**src/rtl/snow64_mem_bus_arbiter.sv**
```systemverilog
// Shares the single external memory port between the instruction-cache line
// filler and the LAR-file/data-cache transfer path, one transaction at a time.
module snow64_mem_bus_arbiter #(
    parameter int WIDTH_ADDR = 64,
    parameter int WIDTH_DATA = 256
) (
    input  logic                  clk,
    input  logic                  rst,

    input  logic                  instr_req,
    input  logic [WIDTH_ADDR-1:0] instr_addr,
    output logic                  instr_done,
    output logic [WIDTH_DATA-1:0] instr_rdata,

    input  logic                  data_req,
    input  logic [WIDTH_ADDR-1:0] data_addr,
    input  logic                  data_we,
    input  logic [WIDTH_DATA-1:0] data_wdata,
    output logic                  data_done,
    output logic [WIDTH_DATA-1:0] data_rdata,

    output logic                  mem_req,
    output logic [WIDTH_ADDR-1:0] mem_addr,
    output logic                  mem_we,
    output logic [WIDTH_DATA-1:0] mem_wdata,
    input  logic                  mem_ack,
    input  logic                  mem_valid,
    input  logic [WIDTH_DATA-1:0] mem_rdata
);

    typedef enum logic [2:0] {
        ST_IDLE,
        ST_ISSUE,
        ST_WAIT,
        ST_RESP,
        ST_HOLD
    } state_t;

    localparam logic OWN_INSTR = 1'b0;
    localparam logic OWN_DATA  = 1'b1;

    state_t                state_q, state_d;
    logic                  owner_q, owner_d;
    logic                  last_owner_q, last_owner_d;
    logic                  mem_req_q, mem_req_d;
    logic [WIDTH_ADDR-1:0] mem_addr_q, mem_addr_d;
    logic                  mem_we_q, mem_we_d;
    logic [WIDTH_DATA-1:0] mem_wdata_q, mem_wdata_d;
    logic                  instr_done_q, instr_done_d;
    logic                  data_done_q, data_done_d;
    logic [WIDTH_DATA-1:0] instr_rdata_q, instr_rdata_d;
    logic [WIDTH_DATA-1:0] data_rdata_q, data_rdata_d;

    logic                  grant_data;
    logic                  resp_fire;
    logic [WIDTH_DATA-1:0] rdata_cap;

    always_comb begin
        state_d       = state_q;
        owner_d       = owner_q;
        last_owner_d  = last_owner_q;
        mem_req_d     = mem_req_q;
        mem_addr_d    = mem_addr_q;
        mem_we_d      = mem_we_q;
        mem_wdata_d   = mem_wdata_q;
        instr_done_d  = 1'b0;
        data_done_d   = 1'b0;
        instr_rdata_d = instr_rdata_q;
        data_rdata_d  = data_rdata_q;
        grant_data    = 1'b0;
        resp_fire     = 1'b0;
        rdata_cap     = '0;

        case (state_q)
            ST_IDLE: begin
                if (instr_req || data_req) begin
                    // On a tie the requester that did not own the bus last wins.
                    grant_data   = data_req && (!instr_req || (last_owner_q == OWN_INSTR));
                    owner_d      = grant_data ? OWN_DATA : OWN_INSTR;
                    last_owner_d = grant_data ? OWN_DATA : OWN_INSTR;
                    mem_addr_d   = grant_data ? data_addr : instr_addr;
                    mem_we_d     = grant_data ? data_we : 1'b0;
                    mem_wdata_d  = grant_data ? data_wdata : '0;
                    mem_req_d    = 1'b1;
                    state_d      = ST_ISSUE;
                end
            end
            ST_ISSUE: begin
                if (mem_ack) begin
                    mem_req_d = 1'b0;
                    state_d   = ST_WAIT;
                    resp_fire = mem_valid;
                end
            end
            ST_WAIT: begin
                resp_fire = mem_valid;
            end
            ST_RESP: begin
                state_d = ST_HOLD;
            end
            ST_HOLD: begin
                state_d = ST_IDLE;
            end
            default: begin
                state_d   = ST_IDLE;
                mem_req_d = 1'b0;
            end
        endcase

        if (resp_fire) begin
            rdata_cap = mem_we_q ? '0 : mem_rdata;
            state_d   = ST_RESP;
            if (owner_q == OWN_DATA) begin
                data_rdata_d = rdata_cap;
                data_done_d  = 1'b1;
            end else begin
                instr_rdata_d = rdata_cap;
                instr_done_d  = 1'b1;
            end
        end
    end

    always_ff @(posedge clk) begin
        if (rst) begin
            state_q       <= ST_IDLE;
            owner_q       <= OWN_INSTR;
            last_owner_q  <= OWN_INSTR;
            mem_req_q     <= 1'b0;
            mem_addr_q    <= '0;
            mem_we_q      <= 1'b0;
            mem_wdata_q   <= '0;
            instr_done_q  <= 1'b0;
            data_done_q   <= 1'b0;
            instr_rdata_q <= '0;
            data_rdata_q  <= '0;
        end else begin
            state_q       <= state_d;
            owner_q       <= owner_d;
            last_owner_q  <= last_owner_d;
            mem_req_q     <= mem_req_d;
            mem_addr_q    <= mem_addr_d;
            mem_we_q      <= mem_we_d;
            mem_wdata_q   <= mem_wdata_d;
            instr_done_q  <= instr_done_d;
            data_done_q   <= data_done_d;
            instr_rdata_q <= instr_rdata_d;
            data_rdata_q  <= data_rdata_d;
        end
    end

    assign mem_req     = mem_req_q;
    assign mem_addr    = mem_addr_q;
    assign mem_we      = mem_we_q;
    assign mem_wdata   = mem_wdata_q;
    assign instr_done  = instr_done_q;
    assign data_done   = data_done_q;
    assign instr_rdata = instr_rdata_q;
    assign data_rdata  = data_rdata_q;

endmodule

```
**config.mk**
```make
export PLATFORM = sky130hd
export DESIGN_NAME = snow64_mem_bus_arbiter
export DESIGN_NICKNAME = d
export VERILOG_FILES = /design/src/rtl/snow64_mem_bus_arbiter.sv
export SDC_FILE = /design/constraint.sdc
export NUM_CORES = 1
export LEC_CHECK = 0
export BUFFER_PORTS_ARGS = -buffer_cell sky130_fd_sc_hd__clkbuf_2
export CAP_MARGIN = 20
export CORE_AREA = 8 8 578 580
export DETAILED_ROUTE_END_ITERATION = 8
export DIE_AREA = 0 0 586 588
export GPL_ROUTABILITY_DRIVEN = 0
export SYNTH_ARGS = -nofsm -noshare
export SYNTH_HDL_FRONTEND = slang
export SYNTH_SLANG_ARGS = --single-unit
```
**constraint.sdc**
```tcl
create_clock -name clk -period 4.4 [get_ports clk]
set_clock_uncertainty 0.2 [all_clocks]
set_input_delay 0.22 -clock clk [delete_from_list [all_inputs] [get_ports clk]]
set_output_delay 0.22 -clock clk [all_outputs]
set_load 0.03 [all_outputs]
```
==> flow_metrics.tcl <==
set metrics [dict create \
    grt_pass1_wl_um 333000 \
    fp.dieH_um 588 \
    synth_ff_type "dfxtp_1" \
    cts_tree "built" \
    fin_cells 10500 \
    drt_iter0_markers 2511 \
    cpPeakStageDelay_ps 810 \
    syn_avg_cell_area_um2 8.37 \
    cts.htree.levels 3 \
    end_kind "flip-flop" \
    synth_seq_cells 840 \
    die_x_um 586 \
    drc 0 \
    vias_per_cell 3.50 \
    grt_pass1_vias 35400 \
    cts_sinks 840 \
    dpl.cell_count 9253 \
    antenna_found_initial 269 \
    worstSetupStartpointType "flip-flop" \
    fin_tns_setup_ps 0 \
    relSlewSlack_pct 33.7 \
    clockBufferDepth 4 \
    cp.required_ps 4920 \
    syn_inst 3683 \
    outcome "completed" \
    cpLargestDelayFamily "buffers and inverters" \
    root_buffer "clkbuf_16" \
    dieArea_um2 345000 \
    drtPass1Iterations 7 \
    hold_viol_final 0 \
    final_common_cell "clkbuf_2" \
    hold_depth 6 \
    worst-path-max-fanout 75 \
    ir_drop_mv 0.273 \
    worst-setup-path-type "reg -> reg" \
    ys_seq_area_share_pct 54.5 \
    rows 210 \
    ant_nets 0 \
    fin_nets 6656 \
    num_vias 36900 \
    cp_num_buf_inv 3 \
    numCtsBuffers 106 \
    insertion_delay_ps 850 \
    synth_fp_nets 4330 \
    finalCriticalPeriod_ps 3350 \
    p_per_area_nw_per_um2 389 \
    yosysWarnings 0 \
    critPathArrivalTime_ps 3870 \
    start_util_pct 9.48 \
    ff2ff_path_depth 7 \
    port-buffer-count 1482 \
    worst_pin_slew_ps 995 \
    track_usage_pct 14.2 \
    grt_max_degree 130 \
    dpl.hpwl_um 215000 \
    power.leakage_uw 0.0234 \
    drt_wl_total_um 261000 \
    max-cap-violations 0 \
    ios 1483 \
    cpMaxStageDelayCell "dlygate4sd3_1" \
    slew_violations 0 \
    fp.coreArea_um2 325000 \
    async_flop_share_pct 0 \
    fmax_mhz 298 \
    wl_per_cell_um 24.7 \
    rsz0062_at_grt "false" \
    areaGrowthSynthToFinish_pct 83.7 \
    crit_chain "nand2b_1, a211oi_4, dlygate4sd3_1, buf_12, buf_12, nand2_1, a21oi_1" \
    synth_enable_flop_cells 0 \
    layout-drive-gt1-share_pct 28.2 \
    syn_area_um2 30800 \
    crit_cells 7 \
    grt_overflow 0 \
    synth.distinct_cells 28 \
    final_cell_mix "clkbuf_2 (1481), nand2_1 (1026), dlygate4sd3_1 (994)" \
    crit_top_cell "buf_12" \
    clkTransAtPathRegs_ps 70 \
    period_share_pct 76.1 \
    hp-class "in -> reg" \
    setup_violations 0 \
]
[worst register-to-register path, stage by stage (launching register included)]
cell and delay, ps:
dfxtp_1 520, nand2b_1 300, a211oi_4 330, dlygate4sd3_1 810, buf_12 260, buf_12 420
nand2_1 220, a21oi_1 140
[metal layers]
layer  vias up  GRT usage, %  part of all wire (%)
li1      17000             -                     -
met3       640          7.30                    13
met5         -             0                  0.60
met4       244          7.98                   6.8
met2      1895          23.1                    45
met1     17100          14.9                    35
[worst paths after layout]
kind	from	to	slack, ps
worst max-delay path	state_q[1]$_SDFFE_PP0P_	instr_rdata[161]$_SDFFE_PP0P_	1050
worst min-delay path	instr_req	mem_addr[16]$_SDFFE_PP0P_	60
worst max register to register	state_q[1]$_SDFFE_PP0P_	instr_rdata[161]$_SDFFE_PP0P_	1050
worst min register to register	instr_rdata[9]$_SDFFE_PP0P_	instr_rdata[9]$_SDFFE_PP0P_	250
[report_power, final]
| part | internal (µW) | leakage (µW) | switching (µW) |
|---|---|---|---|
| clock | 5200 | 0.00171 | 3810 |
| sequential | 8020 | 0.00683 | 250 |
| combinational | 1640 | 0.0149 | 3140 |
| total | 14900 | 0.0234 | 7190 |
[what timing repair did]
action	in CTS	in global routing
endpoints found under the hold margin	839	0
endpoints found under the setup margin	0	0
resized for setup	0	0
hold buffers	994	0
buffers inserted	0	0
[Yosys cell counts (2+ instances only)]
library cell  number  area share (%)
nor2b_1          256             5.2
a211oi_1          65             1.6
buf_2            147             2.4
buf_6             24            0.88
a21oi_1          516             8.4
nand2b_1           2           0.041
nor3_1             2           0.032
dfxtp_1          840              55
nand2_1         1026              12
nor2_1           326             4.0
mux2i_1           64             2.1
clkbuf_1         143             1.7
a22oi_1          257             6.3
[flip-flops by register name (all words and copies together), names as in the netlist]
signal        count
data_done         1
data_rdata      256
instr_done        1
instr_rdata     256
last_owner_q      1
mem_addr         64
mem_req           1
mem_wdata       256
mem_we            1
state_q           3
[per-stage QoR]
| step | hold slack [ps] | total power, µW | setup WS, ps | instance area [µm²] | utilization (%) |
|---|---|---|---|---|---|
| 6_report | 63.4 | 22100 | 1050 | 56600 | 17.4 |
| 3_3_place_gp | 241 | 12300 | 1780 | 43000 | 13.2 |
| 3_5_place_dp | 245 | 12300 | 1730 | 43000 | 13.2 |
| 2_1_floorplan | 168 | 10500 | 2490 | 30800 | - |
| 4_1_cts | 1.95 | 22400 | 1060 | 56400 | 17.3 |
| 5_1_grt | 40.4 | 23000 | 889 | 56500 | 17.4 |
[final cells by class]
cell class,count,area [µm²]
clock inverter,42,494
timing repair buffer,2534,18100
multi-input combinational,2527,12500
antenna,99,248
sequential,840,16800
fill,36700,269000
tap,4346,5440
clock buffer,143,2990
[cell families (layout without fill, tap and decap cells)]
| kind of cell | Yosys count | in the layout | share of synthesized area [%] |
|---|---|---|---|
| flip-flops | 840 | 840 | 54.5 |
| buffers and inverters | 316 | 2719 | 5.04 |
| AND/OR/NAND/NOR | 1618 | 1618 | 21.9 |
| multiplexers | 64 | 64 | 2.08 |
| other | 0 | 99 | 0 |
| AO/OA/AOI/OAI | 845 | 845 | 16.4 |
No activity file was read; power rests on OpenSTA's default activity.
